[config.mk]
export PLATFORM = sky130hd
export DESIGN_NAME = regfile_write_scheduler
export DESIGN_NICKNAME = d
export VERILOG_FILES = /design/src/rtl/regfile_write_scheduler_pkg.sv /design/src/rtl/rr_arbiter2.sv /design/src/rtl/regfile_write_scheduler.sv
export SDC_FILE = /design/constraint.sdc
export NUM_CORES = 1
export LEC_CHECK = 0
export ABC_CLOCK_PERIOD_IN_PS = 7500
export BUFFER_PORTS_ARGS = -buffer_cell sky130_fd_sc_hd__buf_2
export CAP_MARGIN = 25
export CORE_ASPECT_RATIO = 0.6
export CORE_MARGIN = 4
export CORE_UTILIZATION = 57
export DETAILED_ROUTE_END_ITERATION = 10
export PLACE_DENSITY_LB_ADDON = 0.08
export RECOVER_POWER = 100
export SLEW_MARGIN = 20
export SYNTH_ARGS = -nofsm -noshare
export SYNTH_HDL_FRONTEND = slang
export SYNTH_SLANG_ARGS = --single-unit
[constraint.sdc]
create_clock -name clock -period 7.5 [get_ports clock]
set_input_delay 2.25 -clock clock [delete_from_list [all_inputs] [get_ports clock]]
set_output_delay 2.25 -clock clock [all_outputs]
set_load 0.01 [all_outputs]
[src/rtl/regfile_write_scheduler_pkg.sv]
// Shared CPU constants and requester identifiers for the register-file
// write scheduler and its round-robin arbiter.
package regfile_write_scheduler_pkg;

  localparam int DATA_WIDTH = 32;
  localparam int ADDR_WIDTH = 5;
  localparam int NUM_REGS   = 32;

  localparam logic [ADDR_WIDTH-1:0] ZERO_REG = '0;

  typedef enum logic {
    REQ_ALU = 1'b0,
    REQ_MEM = 1'b1
  } req_id_e;

endpackage

[src/rtl/rr_arbiter2.sv]
// Two-way round-robin arbiter: a lone requester wins, and on contention the
// requester that did not win last time is granted.
module rr_arbiter2
  import regfile_write_scheduler_pkg::*;
(
  input  logic       clock,
  input  logic       reset,
  input  logic       enable,
  input  logic [1:0] req,
  output logic [1:0] grant
);

  req_id_e last_grant;
  req_id_e winner;

  // NOTE: every output of a combinational block gets a default first, so no
  // path through the if/else can leave a value unassigned and infer a latch.
  always_comb begin
    grant  = 2'b00;
    winner = last_grant;
    if (req[0] && req[1]) begin
      winner = (last_grant == REQ_ALU) ? REQ_MEM : REQ_ALU;
    end else if (req[1]) begin
      winner = REQ_MEM;
    end else begin
      winner = REQ_ALU;
    end
    if (enable && (|req)) begin
      grant = (winner == REQ_MEM) ? 2'b10 : 2'b01;
    end
  end

  // NOTE: state registers use non-blocking assignments so every flop samples
  // the pre-edge values regardless of block ordering.
  always_ff @(posedge clock) begin
    if (reset) begin
      last_grant <= REQ_ALU;
    end else if (|grant) begin
      last_grant <= winner;
    end
  end

endmodule

[src/rtl/regfile_write_scheduler.sv]
// Shares the register file write port between ALU and load writeback and
// keeps a busy-bit scoreboard of destination registers with writes in flight.
module regfile_write_scheduler #(
  parameter int DATA_WIDTH = regfile_write_scheduler_pkg::DATA_WIDTH,
  parameter int ADDR_WIDTH = regfile_write_scheduler_pkg::ADDR_WIDTH,
  parameter int NUM_REGS   = regfile_write_scheduler_pkg::NUM_REGS
) (
  input  logic                  clock,
  input  logic                  reset,
  input  logic                  req0_valid,
  input  logic [ADDR_WIDTH-1:0] req0_reg,
  input  logic [DATA_WIDTH-1:0] req0_data,
  output logic                  req0_ready,
  input  logic                  req1_valid,
  input  logic [ADDR_WIDTH-1:0] req1_reg,
  input  logic [DATA_WIDTH-1:0] req1_data,
  output logic                  req1_ready,
  output logic                  rf_write,
  output logic [ADDR_WIDTH-1:0] rf_write_reg,
  output logic [DATA_WIDTH-1:0] rf_write_data,
  input  logic                  reserve_valid,
  input  logic [ADDR_WIDTH-1:0] reserve_reg,
  input  logic [ADDR_WIDTH-1:0] query_reg1,
  input  logic [ADDR_WIDTH-1:0] query_reg2,
  output logic                  busy1,
  output logic                  busy2,
  output logic [ADDR_WIDTH:0]   pending_count,
  output logic                  stray_write
);

  import regfile_write_scheduler_pkg::*;

  localparam logic [ADDR_WIDTH-1:0] REG_ZERO = ADDR_WIDTH'(ZERO_REG);

  logic [1:0]            grant;
  logic                  accept;
  logic [ADDR_WIDTH-1:0] sel_reg;
  logic [DATA_WIDTH-1:0] sel_data;
  logic [NUM_REGS-1:0]   busy;
  logic [NUM_REGS-1:0]   busy_next;
  logic [ADDR_WIDTH:0]   busy_ones;
  logic                  stray_hit;

  // Grants are suppressed during reset so no request is consumed then.
  rr_arbiter2 u_arbiter (
    .clock  (clock),
    .reset  (reset),
    .enable (~reset),
    .req    ({req1_valid, req0_valid}),
    .grant  (grant)
  );

  assign req0_ready = grant[REQ_ALU];
  assign req1_ready = grant[REQ_MEM];
  assign accept     = |grant;
  assign sel_reg    = grant[REQ_MEM] ? req1_reg  : req0_reg;
  assign sel_data   = grant[REQ_MEM] ? req1_data : req0_data;

  // Clear at the commit edge, then set, so a same-edge reserve keeps the bit.
  always_comb begin
    busy_next = busy;
    if (rf_write) begin
      busy_next[rf_write_reg] = 1'b0;
    end
    if (reserve_valid && (reserve_reg != REG_ZERO)) begin
      busy_next[reserve_reg] = 1'b1;
    end
    busy_next[0] = 1'b0;
  end

  always_comb begin
    busy_ones = '0;
    for (int i = 0; i < NUM_REGS; i++) begin
      busy_ones = busy_ones + (ADDR_WIDTH + 1)'(busy[i]);
    end
  end

  // A write with no reservation behind it is flagged but still committed.
  assign stray_hit = accept && (sel_reg != REG_ZERO) && !busy[sel_reg] &&
                     !(reserve_valid && (reserve_reg == sel_reg));

  assign busy1 = busy[query_reg1];
  assign busy2 = busy[query_reg2];

  always_ff @(posedge clock) begin
    if (reset) begin
      rf_write      <= 1'b0;
      rf_write_reg  <= '0;
      rf_write_data <= '0;
      busy          <= '0;
      pending_count <= '0;
      stray_write   <= 1'b0;
    end else begin
      rf_write <= accept && (sel_reg != REG_ZERO);
      if (accept) begin
        rf_write_reg  <= sel_reg;
        rf_write_data <= sel_data;
      end
      busy          <= busy_next;
      pending_count <= busy_ones;
      if (stray_hit) begin
        stray_write <= 1'b1;
      end
    end
  end

endmodule

==> results of run 1 <==
critical path: stages:
cell and delay (ns):
clkbuf_1 1.28, a21o_1 0.42, nor2_8 0.10, buf_2 0.17
stage by stage:
stage,power [mW],cells,setup WS [ns],util (%),instance area [sq um]
after floorplan,0.578,551,1.34,-,4990
after global placement,0.655,773,1.36,67.1,5720
after detailed placement,0.659,773,1.33,67.2,5720
after CTS,1.07,789,1.33,70.5,6010
after global routing,1.11,789,0.766,69.3,5900
final,1.07,789,1.02,69.3,5900
where the power goes:
part | switching, mW | internal, mW
combinational | 0.117 | 0.0791
sequential | 0.0206 | 0.431
clock | 0.192 | 0.228
layer usage:
| layer | up-vias | wire length [microns] | global-route usage, % |
|---|---|---|---|
| li1 | 2197 | - | - |
| met1 | 2262 | 6620 | 43.5 |
| met2 | 318 | 6700 | 43.1 |
| met3 | 32 | 2490 | 15.1 |
| met4 | 0 | 214 | 7.13 |
| met5 | - | 0 | 0 |
synth_stat cells (all sizes together) (4+ instances only):
master and instances:
dfxtp 77, nand2 55, a21oi 53, inv 53, nor2 46, o21ai 41
a211oi 26, clkbuf 26, mux2i 24, fa 23, mux4 21, a22oi 13
buf 9, ha 7, nor3 7, nor2b 6, nand3 5, nand3b 5
nor3b 5, a21o 4
logic make-up after synthesis:
kind of cell	synth area share, %
AOI/OAI and AO/OA	20.5
xor gates and xnor gates	0.527
adders and majority gates	11.0
buffers and inverters	7.07
DFF	30.9
muxes	15.3
and+or+nand+nor	14.7
final timing paths:
| kind | startpoint | endpoint | depth (start not counted) | slack, ns |
|---|---|---|---|---|
| hold / removal | rf_write_data[22]$_SDFFE_PP0P_ | rf_write_data[22]$_SDFFE_PP0P_ | 2 | 0.50 |
| setup reg to reg | busy[24]$_SDFF_PP0_ | pending_count[4]$_SDFF_PP0_ | 18 | 2.20 |
| setup / recovery | reset | req1_ready | 4 | 1.02 |
| hold reg to reg | rf_write_data[22]$_SDFFE_PP0P_ | rf_write_data[22]$_SDFFE_PP0P_ | 2 | 0.50 |
final cells by class:
class | instances | area, sq um
fillers | 716 | 2620
clock buffers | 9 | 225
flip-flops and latches | 77 | 1540
repair buffers | 145 | 667
clock inverters | 7 | 56.3
multi-input cells | 386 | 3070
well taps | 112 | 140
inverters | 53 | 199
==> metrics.md, run 1 <==
| Metric | Value |
|---|---|
| Mean instance size in the synthesized netlist | `9.05 sq um` |
| Failing checks | `capacitance limit, slew limit` |
| Most used cells in the layout excluding fill and tap cells | `buf_2 (92), dfxtp_1 (77), nand2_1 (54)` |
| Sinks on the clock net | `77` |
| IO Count | `143` |
| Fin crit period | `6.48 ns` |
| Area fraction of the dominant cell type after synthesis | `30.9%` |
| Net count of the mapped netlist | `675` |
| Total gr overflow | `0` |
| Die width | `129 microns` |
| # resized after CTS | `0` |
| Worst ir drop on vdd | `0.151 mV` |
| Max-slew violation total from the final report | `82` |
| Number of antenna violations at the first check in global routing | `0` |
| Number of buffers created by CTS | `9` |
| Final GP Congestion | `0.962` |
| Vias per Instance | `6.10` |
| Post-CTS Setup Inserts | `0` |
| Die Span Y | `80.5 microns` |
| Number of levels in the clock H-tree | `3` |
| Final Net Count | `796` |
| Synth warnings | `0` |
| Number of flip-flops in the largest register | `32` |
| Hold Buf Count CTS | `0` |
| Max Clock Freq | `0.154 GHz` |
| Final setup vio count | `0` |
| Most instantiated flip-flop cell in the synthesis netlist | `dfxtp_1` |
| Crit. End Element | `output pin` |
| Crit Path Max Fanout | `42` |
| Final wirelength | `16000 microns` |
| DR WL/cell | `20.3 microns` |
| Number of unique standard cell types used by synthesis | `66` |
| Number of enable-type register cells in the synthesized netlist | `0` |
| Dominant cell type by area after synthesis | `dfxtp_1` |
| Status | `complete, but fails checks` |
| Clock tree from TritonCTS | `done` |
| First-pass GRT wire length | `24400 microns` |
| Ys async rst share | `0%` |
| Max_cap viols | `2` |
| Setup Crit Path Kind | `in -> out` |
| Die outline area | `10400 sq um` |
| Cell area after technology mapping | `4990 sq um` |
| Total global routing track utilization | `31.1%` |
| Path type of the worst min-delay path | `reg -> reg` |
| Area delta synth->final | `18.3%` |
| Initial core utilization | `58.5%` |
| Yosys reg bits | `77` |
| Total vias in the final route | `4809` |
| Total leakage power | `2.42 nW` |
| Proportion of layout cells with a drive suffix above 1 | `22.2%` |
| Number of cells produced by synthesis | `551` |
| Most flop-heavy register | `rf_write_data` |
| Most common library cell in the layout ignoring fill and taps | `buf_2` |
| Number of design-rule violations left by the first detailed-router iteration | `425` |
| Least-Margin Pin Slew | `1.82 ns` |
| Number of buffers added on ports | `142` |
| Number of rows in the core area | `26` |
| Antenna violation net count after detailed routing | `0` |
| Unrepaired setup endpoints after global routing | `false` |
| Max-Slew Margin vs Limit | `-21.2%` |
| Largest regs | `rf_write_data (32), busy (31)` |
| Fin. Hold Viols | `0` |
| Data required time of the critical path | `5.25 ns` |
| Count of TritonRoute iterations in the first routing pass | `5` |
| Root Buffer | `clkbuf_16` |
| Clock insertion delay at the later pin of the skew report | `0.35 ns` |
| Total negative slack for setup checks | `0 ns` |
| Clock Skew | `0.00796 ns` |
| Top area cells in the synthesized netlist | `dfxtp_1 (31%), mux4_2 (9.5%), fa_1 (9.2%)` |
| Power density relative to cell area | `181 nW/um^2` |
| Setup crit start kind | `input pin` |
| Sequential share of the synthesized area | `30.9%` |
| Maximum number of pins on one net before global-route repair | `53` |
| Final hold slack | `0.496 ns` |
| Arrival @ worst endpoint | `4.23 ns` |
| Core region area | `8520 sq um` |
| Share of the clock period used by the worst path after layout | `86.4%` |
| Clock transition at the registers of the reported paths | `0.06 ns` |
| Via count of the first global-routing pass | `4608` |
| Post-route DRC | `0` |
| Half-perimeter wire length after detailed placement | `12300 microns` |
| CTS max path bufs | `2` |
| Diode count | `0` |
No activity file was read; power rests on OpenSTA's default activity.
==> run 2, diff against run 1 <==
--- a/config.mk
+++ b/config.mk
@@ -10,7 +10,7 @@
 export CAP_MARGIN = 25
 export CORE_ASPECT_RATIO = 0.6
 export CORE_MARGIN = 4
-export CORE_UTILIZATION = 57
+export CORE_UTILIZATION = 45
 export DETAILED_ROUTE_END_ITERATION = 10
 export PLACE_DENSITY_LB_ADDON = 0.08
 export RECOVER_POWER = 100
==> run 2 against run 1 <==
Effect of this change: sequential share of layout area down 0.14 points; the flow still finishes with violations (capacitance limit, slew limit); clock power up 4%; flip-flop and latch count unchanged; first-iteration DRC count down 16%; power up 1.4%; cell count up 3.4%; hold slack worse by 0.014 ns; critical endpoint is now busy2; setup slack better by 0.068 ns; sequential power about the same; clock skew up 0.0035 ns.
==> metrics.md, run 2 (synthesis results as in run 1) <==
| Metric | Value |
|---|---|
| Total negative slack for setup checks | `0 ns` |
| Count of TritonRoute iterations in the first routing pass | `5` |
| Hold Buf Count CTS | `0` |
| Area delta synth->final | `19.0%` |
| Half-perimeter wire length after detailed placement | `12300 microns` |
| Setup crit start kind | `input pin` |
| Root Buffer | `clkbuf_16` |
| IO Count | `143` |
| Vias per Instance | `5.81` |
| Max Clock Freq | `0.156 GHz` |
| Die outline area | `12900 sq um` |
| Antenna violation net count after detailed routing | `0` |
| Data required time of the critical path | `5.25 ns` |
| Clock transition at the registers of the reported paths | `0.05 ns` |
| Sinks on the clock net | `77` |
| Clock tree from TritonCTS | `done` |
| Fin. Hold Viols | `0` |
| Clock insertion delay at the later pin of the skew report | `0.34 ns` |
| Largest regs | `rf_write_data (32), busy (31)` |
| Final cell area excluding filler cells | `5940 sq um` |
| Unrepaired setup endpoints after global routing | `false` |
| Share of the clock period used by the worst path after layout | `85.5%` |
| Worst ir drop on vdd | `0.114 mV` |
| Diode count | `0` |
| Most used cells in the layout excluding fill and tap cells | `buf_2 (89), dfxtp_1 (77), clkbuf_1 (55)` |
| Number of buffers created by CTS | `9` |
| Crit. End Element | `output pin` |
| Most common library cell in the layout ignoring fill and taps | `buf_2` |
| Number of flip-flops in the largest register | `32` |
| Initial core utilization | `46.6%` |
| Max_cap viols | `1` |
| Least-Margin Pin Slew | `2.53 ns` |
| Final setup vio count | `0` |
| Post-CTS Setup Inserts | `0` |
| Most flop-heavy register | `rf_write_data` |
| Total vias in the final route | `4741` |
| Die width | `144 microns` |
| Total gr overflow | `0` |
| Setup Crit Path Kind | `in -> out` |
| Status | `complete, but fails checks` |
| Failing checks | `capacitance limit, slew limit` |
| First-pass GRT wire length | `24000 microns` |
| Final GP Congestion | `1.02` |
| Number of antenna violations at the first check in global routing | `0` |
| Number of design-rule violations left by the first detailed-router iteration | `358` |
| Final WS setup | `1.09 ns` |
| Proportion of layout cells with a drive suffix above 1 | `21.3%` |
| Total global routing track utilization | `24.7%` |
| Maximum number of pins on one net before global-route repair | `79` |
| Total leakage power | `2.41 nW` |
| Setup Slack @ Placement | `1.31 ns` |
| Final hold slack | `0.482 ns` |
| Via count of the first global-routing pass | `4309` |
| # resized after CTS | `0` |
| CTS max path bufs | `2` |
| Post-route DRC | `0` |
| Fin crit period | `6.41 ns` |
| Arrival @ worst endpoint | `4.16 ns` |
| Max-slew violation total from the final report | `53` |
| Power density relative to cell area | `182 nW/um^2` |
| DR WL/cell | `19.6 microns` |
| Max-Slew Margin vs Limit | `-68.9%` |
| Path type of the worst min-delay path | `reg -> reg` |
| Number of buffers added on ports | `142` |
| Core region area | `10700 sq um` |
| Die Span Y | `89.6 microns` |
| Final Non-Filler Cells | `816` |
| Clock Skew | `0.0115 ns` |
| Filler cells | `1016` |
| Final wirelength | `16000 microns` |
| Number of rows in the core area | `29` |
| Number of levels in the clock H-tree | `3` |
| Post-placement cell area | `5760 sq um` |
| Final Net Count | `796` |
| Crit Path Max Fanout | `9` |
| Cell count after placement | `800` |
-- run 2: per-layer routing --
| layer | wire [microns] | GRT usage [%] | up-vias | part of all wire [%] |
|---|---|---|---|---|
| met3 | 1940 | 10.0 | 12 | 12 |
| met1 | 7380 | 37.1 | 2292 | 46 |
| met5 | 0 | 0 | - | 0 |
| li1 | - | - | 2193 | - |
| met2 | 6520 | 33.3 | 244 | 41 |
| met4 | 114 | 4.19 | 0 | 0.71 |
-- run 2: path summary, 6_finish.rpt --
kind	startpoint	to	slack (ns)	cells after the start
max reg2reg	busy[2]$_SDFF_PP0_	pending_count[4]$_SDFF_PP0_	2.23	16
min	stray_write$_SDFFE_PP0P_	stray_write$_SDFFE_PP0P_	0.48	2
min reg2reg	stray_write$_SDFFE_PP0P_	stray_write$_SDFFE_PP0P_	0.48	2
max	query_reg2[0]	busy2	1.09	5
-- run 2: critical path: stages --
cell and delay (ns):
clkbuf_1 0.43, mux4_2 0.59, mux4_2 0.47, mux2_2 0.27
buf_2 0.14
-- run 2: cell type report --
class | instances | area, sq um | share of cell area [%]
clock inverters | 5 | 58.8 | 0.991
inverters | 53 | 199 | 3.35
clock buffers | 11 | 233 | 3.92
repair buffers | 145 | 667 | 11.2
multi-input cells | 386 | 3060 | 51.6
well taps | 139 | 174 | 2.93
flip-flops and latches | 77 | 1540 | 26.0
-- run 2: stage by stage --
| stage | power, mW | utilization (%) |
|---|---|---|
| finish | 1.08 | 55.5 |
| global route | 1.12 | 55.5 |
| CTS | 1.09 | 56.5 |
| detailed placement | 0.659 | 53.8 |
| global placement | 0.655 | 53.7 |
| floorplan | 0.578 | - |
-- run 2: power breakdown --
group          switching, mW  total [mW]  internal [mW]  leakage, nW
registers             0.0196       0.451          0.431        0.632
logic                  0.114       0.193         0.0792         1.64
clock network          0.179       0.437          0.259        0.136
total                  0.312        1.08          0.769         2.41
==> run 3, diff against run 2 <==
--- a/config.mk
+++ b/config.mk
@@ -9,12 +9,10 @@
 export BUFFER_PORTS_ARGS = -buffer_cell sky130_fd_sc_hd__buf_2
 export CAP_MARGIN = 25
 export CORE_ASPECT_RATIO = 0.6
-export CORE_MARGIN = 4
-export CORE_UTILIZATION = 45
+export CORE_UTILIZATION = 48
 export DETAILED_ROUTE_END_ITERATION = 10
 export PLACE_DENSITY_LB_ADDON = 0.08
 export RECOVER_POWER = 100
-export SLEW_MARGIN = 20
 export SYNTH_ARGS = -nofsm -noshare
 export SYNTH_HDL_FRONTEND = slang
 export SYNTH_SLANG_ARGS = --single-unit
==> run 3 against run 2 <==
Effect of this change: the flow still finishes with violations (capacitance limit, slew limit); first-iteration DRC count rose by 25%; non-clock buffer count did not move; flip-flop and latch count did not move; die area fell by 16%; critical path depth rose by 4; setup slack improved by 0.0043 ns; critical path type is now in -> reg; critical endpoint is now stray_write$_SDFFE_PP0P_; largest cell class unchanged.
==> metrics.md, run 3 (synthesis results as in run 1) <==
| Metric | Value |
|---|---|
| Post-CTS Setup Inserts | `0` |
| # resized after CTS | `0` |
| Power density relative to cell area | `184 nW/um^2` |
| Family with the most delay on the worst path | `buffers and inverters` |
| Number of cells traversed by the worst register-to-register path | `16` |
| Number of design-rule violations left by the first detailed-router iteration | `446` |
| Core region area | `9980 sq um` |
| Cell count after placement | `796` |
| PnR Total Power | `1.09 mW` |
| Final Non-Filler Cells | `812` |
| Crit Path Max Fanout | `77` |
| Setup Slack @ Placement | `1.36 ns` |
| Unrepaired setup endpoints after global routing | `false` |
| Flop pwr share | `41.2%` |
| Initial core utilization | `50.0%` |
| Delay contributed by the slowest stage of the critical path | `2.49 ns` |
| Total vias in the final route | `4663` |
| Share of the clock period used by the worst path after layout | `85.5%` |
| Maximum number of pins on one net before global-route repair | `78` |
| Clock transition at the registers of the reported paths | `0.06 ns` |
| Sinks on the clock net | `77` |
| Most common cell on crit path | `clkbuf_1` |
| Worst ir drop on vdd | `0.148 mV` |
| Die Span Y | `81.0 microns` |
| Failing checks | `capacitance limit, slew limit` |
| Die width | `134 microns` |
| Post-route DRC | `0` |
| Post-layout utilization of the core | `59.7%` |
| Met3 track demand over resource | `13.5%` |
| Number of rows in the core area | `28` |
| Final hold slack | `0.496 ns` |
| Combinational group share of total power | `17.7%` |
| Sum of buffers and inverters on the critical path | `2` |
| Critical Path Start | `reset` |
| Final Net Count | `796` |
| R2R Path Start | `busy[2]$_SDFF_PP0_` |
| Crit. End Element | `flop` |
| CTS max path bufs | `2` |
| Cell-internal power | `0.773 mW` |
| Cell-by-cell trace of the critical path | `clkbuf_1 -> clkbuf_1 -> a21oi_4 -> nand3_1 -> and2_0 -> mux4_2 -> a221oi_2 -> nand4_1 -> o311ai_2` |
| Most flop-heavy register | `rf_write_data` |
| Max-slew violation total from the final report | `78` |
| Final setup vio count | `0` |
| Total negative slack for setup checks | `0 ns` |
| Final wirelength | `15200 microns` |
| Number of buffers added on ports | `142` |
| Crit path to | `stray_write$_SDFFE_PP0P_` |
| Status | `complete, but fails checks` |
| Number of flip-flops in the largest register | `32` |
| Setup Crit Path Kind | `in -> reg` |
| Number of levels in the clock H-tree | `3` |
| Routing usage on met1 | `41.9%` |
| Final GP Congestion | `0.981` |
| Most common library cell in the layout ignoring fill and taps | `buf_2` |
| Final cell area excluding filler cells | `5960 sq um` |
| Max-Slew Margin vs Limit | `-134%` |
| Switching power | `0.321 mW` |
| Routing layer with the top usage in global route | `met1` |
| Data required time of the critical path | `7.75 ns` |
| Least-Margin Pin Slew | `3.50 ns` |
| Switching fraction of total power | `29.4%` |
| DR WL/cell | `18.7 microns` |
| Clock tree from TritonCTS | `done` |
| Final WS setup | `1.09 ns` |
| IO Count | `143` |
| Path type of the worst min-delay path | `reg -> reg` |
| Clock insertion delay at the later pin of the skew report | `0.34 ns` |
| Vias per Instance | `5.74` |
| Worst reg2reg setup slack | `2.10 ns` |
| Critical Path Stages | `9` |
| Root Buffer | `clkbuf_16` |
| Arrival @ worst endpoint | `6.66 ns` |
| Largest regs | `rf_write_data (32), busy (31)` |
| Diode count | `0` |
| First-pass GRT wire length | `23000 microns` |
| Count of TritonRoute iterations in the first routing pass | `6` |
| Total gr overflow | `0` |
| Most used cells in the layout excluding fill and tap cells | `buf_2 (95), dfxtp_1 (77), nand2_1 (54)` |
| Number of antenna violations at the first check in global routing | `0` |
| Half-perimeter wire length after detailed placement | `11700 microns` |
| Max Clock Freq | `0.156 GHz` |
| Max_cap viols | `1` |
| Total global routing track utilization | `28.8%` |
| Total leakage power | `2.44 nW` |
| Clock Skew | `0.00375 ns` |
| Setup crit start kind | `input pin` |
| Fin crit period | `6.41 ns` |
| Clk network pwr share | `41.1%` |
| Met2 Use GR | `38.2%` |
| Area delta synth->final | `19.5%` |
| Cell at the slowest stage of the critical path | `clkbuf_1` |
| Die outline area | `10800 sq um` |
| Fin. Hold Viols | `0` |
| Capture instance of the worst register-to-register path | `pending_count[4]$_SDFF_PP0_` |
| Post-placement cell area | `5750 sq um` |
| Antenna violation net count after detailed routing | `0` |
| Hold Buf Count CTS | `0` |
| Via count of the first global-routing pass | `4142` |
| Number of buffers created by CTS | `9` |
| Proportion of layout cells with a drive suffix above 1 | `22.6%` |
==> run 3: changes by cell type in the layout (fill, tap and decap cells not counted), sizes merged <==
cell and delta:
buf +4, clkbuf -6, clkinv +3, clkinvlp -1
==> run 3: tightest hold or removal path, stage by stage, from the launching register on <==
cell and delay, ns:
dfxtp_1 0.31, nor2_1 0.09, a211oi_1 0.05
==> run 3: final cells by class <==
type | count | area [sq um]
fill | 945 | 4020
sequential | 77 | 1540
tap | 135 | 169
clock inverter | 7 | 83.8
timing repair buffer | 145 | 667
clock buffer | 9 | 225
inverter | 53 | 199
multi-input combinational | 386 | 3080
==> run 3: power groups by stage <==
stage          registers [mW]  logic (mW)  clock network (mW)
3_5_place_dp            0.459       0.200                   0
6_report                0.451       0.194               0.450
4_1_cts                 0.450       0.201               0.456
2_1_floorplan           0.462       0.117                   0
5_1_grt                 0.454       0.214               0.473
3_3_place_gp            0.458       0.195                   0
==> run 3: metal layers <==
| metal | up-vias | part of all wire, % |
|---|---|---|
| met1 | 2181 | 45 |
| met4 | 0 | 0.68 |
| met2 | 271 | 40 |
| li1 | 2197 | - |
| met5 | - | 0 |
| met3 | 14 | 15 |
==> run 3: worst min path at each step <==
stage	from	end	slack, ns	cells past startpoint
6_report	rf_write_data[18]$_SDFFE_PP0P_	rf_write_data[18]$_SDFFE_PP0P_	0.50	2
5_1_grt	rf_write_data[15]$_SDFFE_PP0P_	rf_write_data[15]$_SDFFE_PP0P_	0.53	2
4_1_cts	rf_write_data[25]$_SDFFE_PP0P_	rf_write_data[25]$_SDFFE_PP0P_	0.50	2
3_5_place_dp	rf_write_data[25]$_SDFFE_PP0P_	rf_write_data[25]$_SDFFE_PP0P_	0.49	2
3_3_place_gp	rf_write_data[22]$_SDFFE_PP0P_	rf_write_data[22]$_SDFFE_PP0P_	0.49	2
2_1_floorplan	busy[1]$_SDFF_PP0_	busy[1]$_SDFF_PP0_	0.47	2
